File: src/rtl/decoder_pkg.sv
// Shared types and legal parameter ranges for the decoder_n_strobe block.
package decoder_pkg;

  typedef enum logic {
    IDLE   = 1'b0,
    ACTIVE = 1'b1
  } state_t;

  localparam int SEL_W_MIN     = 1;
  localparam int SEL_W_MAX     = 6;
  localparam int PULSE_LEN_MIN = 1;
  localparam int PULSE_LEN_MAX = 255;

endpackage

File: src/rtl/decoder_n_strobe_onehot_dec.sv
// Combinational SEL_W-to-2**SEL_W one-hot decoder; all zeros when en is low.
module onehot_dec #(
  parameter int SEL_W = 2
) (
  input  logic [SEL_W-1:0]      sel,
  input  logic                  en,
  output logic [2**SEL_W-1:0]   onehot
);

  always_comb begin
    onehot = '0;
    if (en) onehot[sel] = 1'b1;
  end

endmodule

File: src/rtl/decoder_n_strobe.sv
// Strobes one decoded line for PULSE_LEN cycles per accepted start.
// Define DEC_ACT_LOW_OUT_EN for active-low y outputs.
module decoder_n_strobe
  import decoder_pkg::*;
#(
  parameter int SEL_W     = 2,
  parameter int PULSE_LEN = 4
) (
  input  logic                clk,
  input  logic                rst,
  input  logic                en_n,
  input  logic [SEL_W-1:0]    sel,
  input  logic                start,
  output logic                busy,
  output logic                done,
  output logic [2**SEL_W-1:0] y
);

  localparam int N     = 2**SEL_W;
  localparam int CNT_W = $clog2(PULSE_LEN + 1);
  localparam logic [CNT_W-1:0] CNT_LOAD = CNT_W'(PULSE_LEN - 1);
`ifdef DEC_ACT_LOW_OUT_EN
  localparam bit ACT_LOW = 1'b1;
`else
  localparam bit ACT_LOW = 1'b0;
`endif
  localparam logic [N-1:0] Y_IDLE = ACT_LOW ? {N{1'b1}} : {N{1'b0}};

  if (SEL_W < SEL_W_MIN || SEL_W > SEL_W_MAX) begin : g_sel_w_range
    $error("decoder_n_strobe: SEL_W out of range");
  end
  if (PULSE_LEN < PULSE_LEN_MIN || PULSE_LEN > PULSE_LEN_MAX) begin : g_pulse_len_range
    $error("decoder_n_strobe: PULSE_LEN out of range");
  end

  state_t           state, state_n;
  logic [CNT_W-1:0] cnt, cnt_n;
  logic             done_n;
  logic             load;
  logic             clear;
  logic [N-1:0]     onehot;
  logic [N-1:0]     y_n;

  onehot_dec #(.SEL_W(SEL_W)) u_dec (
    .sel    (sel),
    .en     (load),
    .onehot (onehot)
  );

  // NOTE: every output is assigned a default first so no path leaves a latch.
  always_comb begin
    state_n = state;
    cnt_n   = cnt;
    done_n  = 1'b0;
    load    = 1'b0;
    clear   = 1'b0;
    case (state)
      IDLE: begin
        if (start && !en_n) begin
          load    = 1'b1;
          cnt_n   = CNT_LOAD;
          state_n = ACTIVE;
        end
      end
      ACTIVE: begin
        if (en_n) begin
          // Abort: drop the strobe silently.
          clear   = 1'b1;
          cnt_n   = '0;
          state_n = IDLE;
        end else if (cnt == '0) begin
          done_n = 1'b1;
          if (start) begin
            // Back-to-back: the completion cycle is the next strobe's first.
            load  = 1'b1;
            cnt_n = CNT_LOAD;
          end else begin
            clear   = 1'b1;
            state_n = IDLE;
          end
        end else begin
          cnt_n = cnt - 1'b1;
        end
      end
    endcase
  end

  always_comb begin
    y_n = y;
    if (load)       y_n = ACT_LOW ? ~onehot : onehot;
    else if (clear) y_n = Y_IDLE;
  end

  // NOTE: state registers use non-blocking assignments so all flops update together.
  always_ff @(posedge clk or posedge rst) begin
    if (rst) begin
      state <= IDLE;
      cnt   <= '0;
      done  <= 1'b0;
      y     <= Y_IDLE;
    end else begin
      state <= state_n;
      cnt   <= cnt_n;
      done  <= done_n;
      y     <= y_n;
    end
  end

  assign busy = (state == ACTIVE);

endmodule

File: config.mk
export PLATFORM = sky130hd
export DESIGN_NAME = decoder_n_strobe
export DESIGN_NICKNAME = d
export VERILOG_FILES = /design/src/rtl/decoder_pkg.sv /design/src/rtl/decoder_n_strobe_onehot_dec.sv /design/src/rtl/decoder_n_strobe.sv
export SDC_FILE = /design/constraint.sdc
export NUM_CORES = 1
export LEC_CHECK = 0
export ABC_AREA = 1
export CORE_AREA = 4 4 41 43
export DETAILED_ROUTE_END_ITERATION = 7
export DIE_AREA = 0 0 45 47
export HOLD_SLACK_MARGIN = 0.1
export PLACE_DENSITY = 0.65
export SLEW_MARGIN = 25
export SYNTH_ARGS = -nofsm -noshare
export SYNTH_HDL_FRONTEND = slang
export SYNTH_HIERARCHICAL = 1
export SYNTH_SLANG_ARGS = --single-unit
File: constraint.sdc
create_clock -name clk -period 1.4 [get_ports clk]
set_input_delay 0.35 -clock clk [delete_from_list [all_inputs] [get_ports clk]]
set_output_delay 0.35 -clock clk [all_outputs]
set_load 0.02 [all_outputs]
== Word level (Yosys, flattened, before mapping) ==
Index checks and enable logic that the tools add are counted.

* Bits of input ports: 6
* Word-level logic and storage cells: 40
* Output and inout port bits: 6
* Bits in registers: 9

* Multiplexer cells: 24
* Eq/ne operators: 2
* Magnitude comparators: 2
* Add/subtract/negate cells: 1
* Reduce and logical (&&, ||, !) cells: 6
* Bitwise logic cells: 1

{| class="wikitable"
|+ Operator list
! kind !! number
|-
| $mux W1 || 14
|-
| $mux W3 || 4
|-
| $mux W4 || 2
|-
| $pmux W3 S2 || 1
|-
| $ne A4 B4 Y1 const B || 1
|-
| $pmux W1 S2 || 2
|-
| $logic_not A3 Y1 || 1
|-
| $lt A2 B3 Y1 const B || 1
|-
| $sub A3 B1 Y3 const B || 1
|-
| $demux W1 S2 || 1
|-
| $ge A2 B1 Y1 const B || 1
|-
| $logic_and A1 B1 Y1 || 2
|-
| $ne A2 B2 Y1 const B || 1
|-
| $reduce_and A2 Y1 || 1
|-
| $reduce_bool A2 Y1 || 1
|-
| $logic_not A1 Y1 || 1
|-
| $not A1 Y1 || 1
|}

== Logic depth before layout (Yosys ltp) ==
* Depth in word-level cells: 6
* Gate-level depth with buffers: 8
* Gate-level depth less buffers: 8

== By module ==
Netlist, hierarchy kept.

{| class="wikitable"
|+ Modules (own cells, without submodules)
! module !! sequential area each (um^2) !! instances !! cells an instance !! area an instance (um^2)
|-
| decoder_n_strobe || 225.2 || 1 || 59 || 495.5
|-
| onehot_dec || 0.0 || 1 || 8 || 30.0
|}

== Worst setup path before layout ==
Ideal clock, no wire load.

* Kind: reg-to-reg
* From: register cnt[0]
* To: register y[2]
* Setup time: 65 ps
* Stages on the path, launching flop included: 9
* Arrival: 1157 ps
* Required time: 1335 ps
* Path buffers: 0
* Setup slack: 178 ps
* Cell sequence: dfrtp_1 -> inv_1 -> ha_1 -> nand2_4 -> a21oi_4 -> nand2_1 -> nor2_1 -> nand2_1 -> nand2_1

* Longest elaborated chain between the ends: 5

{| class="wikitable"
|+ RTL lines
! item !! line !! text
|-
| from (decl) || decoder_n_strobe.sv:37 || <nowiki>logic [CNT_W-1:0] cnt, cnt_n;</nowiki>
|-
| from (signal assigned) || decoder_n_strobe.sv:103 || <nowiki>cnt <= cnt_n;</nowiki>
|-
| $logic_not A3 Y1 * || decoder_n_strobe.sv:71 || <nowiki>end else if (cnt == '0) begin</nowiki>
|-
| $mux W1 * || decoder_n_strobe.sv:71 ||
|-
| $mux W1 * || decoder_n_strobe.sv:66 || <nowiki>if (en_n) begin</nowiki>
|-
| $pmux W1 S2 * || decoder_n_strobe.sv:57 || <nowiki>case (state)</nowiki>
|-
| net load || decoder_n_strobe.sv:39 || <nowiki>logic load;</nowiki>
|-
| $mux W4 or $reduce_bool A2 Y1 (tied branches) || - ||
|-
| to (signal assigned) || decoder_n_strobe.sv:105 || <nowiki>y <= y_n;</nowiki>
|-
| to (decl) || decoder_n_strobe.sv:16 || <nowiki>output logic [2**SEL_W-1:0] y</nowiki>
|}

Mark *: on every way through the listed nets, which the timed path passes. The rest lies on a longest branch.
A chain may end at the register's enable or synchronous reset.

== Worst setup path in the final report ==
* From: register y[2]
* To: output y[2]

No word-level cell between the ends.

==> impl.org <==
** Status
- The flow ran to the end, and the final reports show no timing, DRC or antenna violations.

** Route
- The final route contains ~470 vias.
- The detailed router finished its first iteration with 11 violations.
- Detailed-route wire length per cell :: between 9 and 10 µm
- For this run, design rule violations remaining after detail routing come to 0.
- For this run, the detailed router's first-pass iteration total came to 3.
- The detail route stage leaves a number of antenna-violating nets equal to 0.
- For this block, the routed nets add up to 1000 µm of wire.
- Dividing the detail-routed via count by the number of cells gives 4.56.

** Floorplan
- Die boundary height :: ~47 µm
- For this design the top-level I/O count stands at 12.
- The total area inside the core boundary comes to around 0.0013 mm².
- Die Span X :: around 45 µm
- Once the floorplan was initialized, standard cells occupied between 40% and 50% of the core.
- The die covers 0.00212 mm².
- Row count :: 13

** STA
- Setup repair after global routing left no endpoint under its margin.
- In this run the tightest slew margin relative to its limit is about 76%.
- Number of setup violations in the final report :: 0
- Peak clock frequency supported by timing :: 767 MHz
- Fin crit share :: between 90% and 100%
- Final min period :: about 1.3 ns
- The final hold violation count was 0.
- Setup slack closes at 0.0958 ns.
- Worst Clk Skew :: 0.00206 ns
- The final-report max-slew violation count is 0.
- Slew @ Worst Pin :: between 0.3 and 0.4 ns

** Pwr
- Power density over the cells :: 1260 mW/mm²
- The analysis attributes to cell leakage a power of between 0.4 and 0.5 nW.
- VDD sags by at most roughly 640 µV.

** Synthesis
- Nets in the synthesized netlist :: 75
- Number of warnings reported in the yosys synthesis log :: 6
- Synthesized area per cell :: 7.84 µm²
- Number of register bits inferred by synthesis :: 9
- Sequential-to-total area share from yosys stat :: between 40% and 50%
- Synthesis handed over a netlist of 67 instances.
- The mapped netlist covers 526 µm².
- Count of cell types in the netlist :: 15

** Critical path
- Category of cells accounting for the largest share of critical-path delay :: flip-flops
- The worst setup path is of the register to output port kind.
- The signal on the critical path passes through dlygate4sd2_1.
- Endpoint kind of the worst setup timing path :: output port
- Critical Path Max Stage Delay :: 0.38 ns
- Maximum fanout count along the critical path :: 2
- For this design, the slowest cell found on the critical path is sky130_fd_sc_hd__dfrtp_1.
- The worst setup path is launched from a register.
- Buf/Inv on CP :: 1
- For the worst setup path, the data required time is roughly 1.1 ns.
- At the worst endpoint, the arrival time is 0.95 ns.

** GRT
- Antenna violations before repair :: 0
- Residual overflow from global routing :: 0
- Overall routing resource usage :: between 10% and 20%
- Largest net degree at the start of global routing :: 10
- Via count of the first global-routing pass :: 402
- The first global-routing pass estimated approximately 1600 µm of wire.

** Clock network
- Deepest clock path buffer count :: 2
- Number of buffers inserted for hold repair after clock tree synthesis :: 0
- CTS H-Tree Depth :: 1
- CTS saw 9 sinks.
- Root buffer cell :: sky130_fd_sc_hd__clkbuf_4
- Clock tree synthesis inserted a total of 3 buffers.
- Clock Latency Late Sink :: 0.26 ns
- TritonCTS built the clock tree.
- Clock slew at reported path FFs :: around 0.060 ns

** Cells and area
- # diodes :: 0
- Counting the fill cells in the layout gives approximately 130.
- Fraction of layout cells with a size suffix above 1 :: around a quarter
- Final core utilization :: 55.6%
- Summing all multi-input logic gate instances after layout gives approximately 270 µm².
- The net count of the finished layout is 96.
- FF+latch area :: about 230 µm²
- With fillers left out, the area of the finished cells amounts to 723 µm².
- The area growth from synthesis to layout is 37.6%.

** Place
- Placed standard-cell area :: 692 µm²
- OpenSTA, run right after detailed placement, puts the worst setup slack at -0.110 ns.
- GP Congestion :: about 0.79
- Count of input and output buffers :: 11
- Detailed placement finished with a half-perimeter wire length of ~800 µm.

** Worst hold path
- Worst hold-check path type :: input port to asynchronous set/reset pin

** Run
- Across the run, the number of max-cap violations was 0.
-- synth_stat cells --
master / n / area share (%)
sky130_fd_sc_hd__nand2_1: 23 / 16
sky130_fd_sc_hd__dfrtp_1: 9 / 43
sky130_fd_sc_hd__inv_1: 7 / 5.0
sky130_fd_sc_hd__nor2_1: 7 / 5.0
sky130_fd_sc_hd__nand3_1: 4 / 3.8
sky130_fd_sc_hd__nand4_1: 4 / 4.8
sky130_fd_sc_hd__nand2_2: 3 / 3.6
sky130_fd_sc_hd__ha_1: 2 / 4.8
sky130_fd_sc_hd__nand2_4: 2 / 4.3
sky130_fd_sc_hd__a21oi_4: 1 / 3.1
sky130_fd_sc_hd__buf_4: 1 / 1.4
sky130_fd_sc_hd__inv_2: 1 / 0.71
sky130_fd_sc_hd__inv_4: 1 / 1.2
sky130_fd_sc_hd__nand3_2: 1 / 1.9
sky130_fd_sc_hd__or2_1: 1 / 1.2
-- cell usage in the layout, fill, tap and decap left out, types with 4 or more instances in the layout --
master	netlist	final
sky130_fd_sc_hd__buf_4	1	6
sky130_fd_sc_hd__clkdlybuf4s50_1	0	5
sky130_fd_sc_hd__dfrtp_1	9	9
sky130_fd_sc_hd__dlygate4sd2_1	0	6
sky130_fd_sc_hd__inv_1	7	5
sky130_fd_sc_hd__nand2_1	23	23
sky130_fd_sc_hd__nand3_1	4	4
sky130_fd_sc_hd__nand4_1	4	4
sky130_fd_sc_hd__nor2_1	7	7
-- worst paths after layout --
| check | startpoint | endpoint | slack (ns) | depth (start not counted) |
|---|---|---|---|---|
| worst max register to register | cnt[1]$_DFFE_PP0P_ | y[0]$_DFFE_PP0P_ | 0.14 | 8 |
| worst min register to register | y[3]$_DFFE_PP0P_ | y[3]$_DFFE_PP0P_ | 0.46 | 2 |
| worst min-delay path | rst | cnt[2]$_DFFE_PP0P_ | 0.35 | 2 |
| min in group clk | y[3]$_DFFE_PP0P_ | y[3]$_DFFE_PP0P_ | 0.46 | 2 |
| worst max-delay path | y[2]$_DFFE_PP0P_ | y[2] | 0.1 | 1 |
| max in group asynchronous | rst | busy$_DFF_PP0_ | 0.79 | 2 |
-- cell type report --
type,instances,share of cell area [%]
Clock buffer,4,3.63
Inverter,9,5.02
Multi-Input combinational cell,48,37.2
Sequential cell,9,31.1
Tap cell,15,2.60
Timing Repair Buffer,17,20.4
-- per-layer routing --
| layer | global-route usage [%] | part of all wire (%) | wire, µm | up-vias |
|---|---|---|---|---|
| met3 | 3.45 | 2.8 | 28 | 4 |
| met1 | 14.6 | 52 | 524 | 205 |
| met5 | 0 | 0 | 0 | - |
| met2 | 16.1 | 43 | 430 | 7 |
| met4 | 7.02 | 1.9 | 19 | 0 |
| li1 | - | - | - | 249 |
-- registers in the layout, summed over array words and instances, names as in the netlist --
signal	count
busy	1
done	1
y	4
cnt	3
-- cells by family (layout without fill, tap and decap cells) --
group / after synthesis / in the layout / share of synthesized area [%]
buffers and inverters: 10 / 30 / 8.33
AOI/OAI and AO/OA: 1 / 1 / 3.10
DFF: 9 / 9 / 42.9
adders and majority gates: 2 / 2 / 4.76
and+or+nand+nor: 45 / 45 / 41.0
-- per-stage QoR --
| stage | TNS (ns) | total power, mW | cells | hold WS [ns] |
|---|---|---|---|---|
| 6_report | 0 | 0.908 | 102 | 0.353 |
| 5_1_grt | 0 | 0.990 | 102 | 0.400 |
| 4_1_cts | 0 | 0.879 | 102 | 0.361 |
| 3_5_place_dp | -0.505 | 0.685 | 98 | 0.459 |
| 3_3_place_gp | -0.382 | 0.678 | 98 | 0.456 |
| 2_1_floorplan | 0 | 0.585 | 67 | 0.178 |
-- report_power, final --
part	internal, mW	switching, mW	total (mW)
clock network	0.110	0.0915	0.201
logic	0.155	0.217	0.372
registers	0.304	0.0308	0.334
-- repair_timing --
action                                  4_1_cts  5_1_grt
setup buffers                                 0        0
pin swaps                                     0        2
resized for setup                             6        4
endpoints found under the setup margin        6        4
Power figures use the tool's default switching activity.
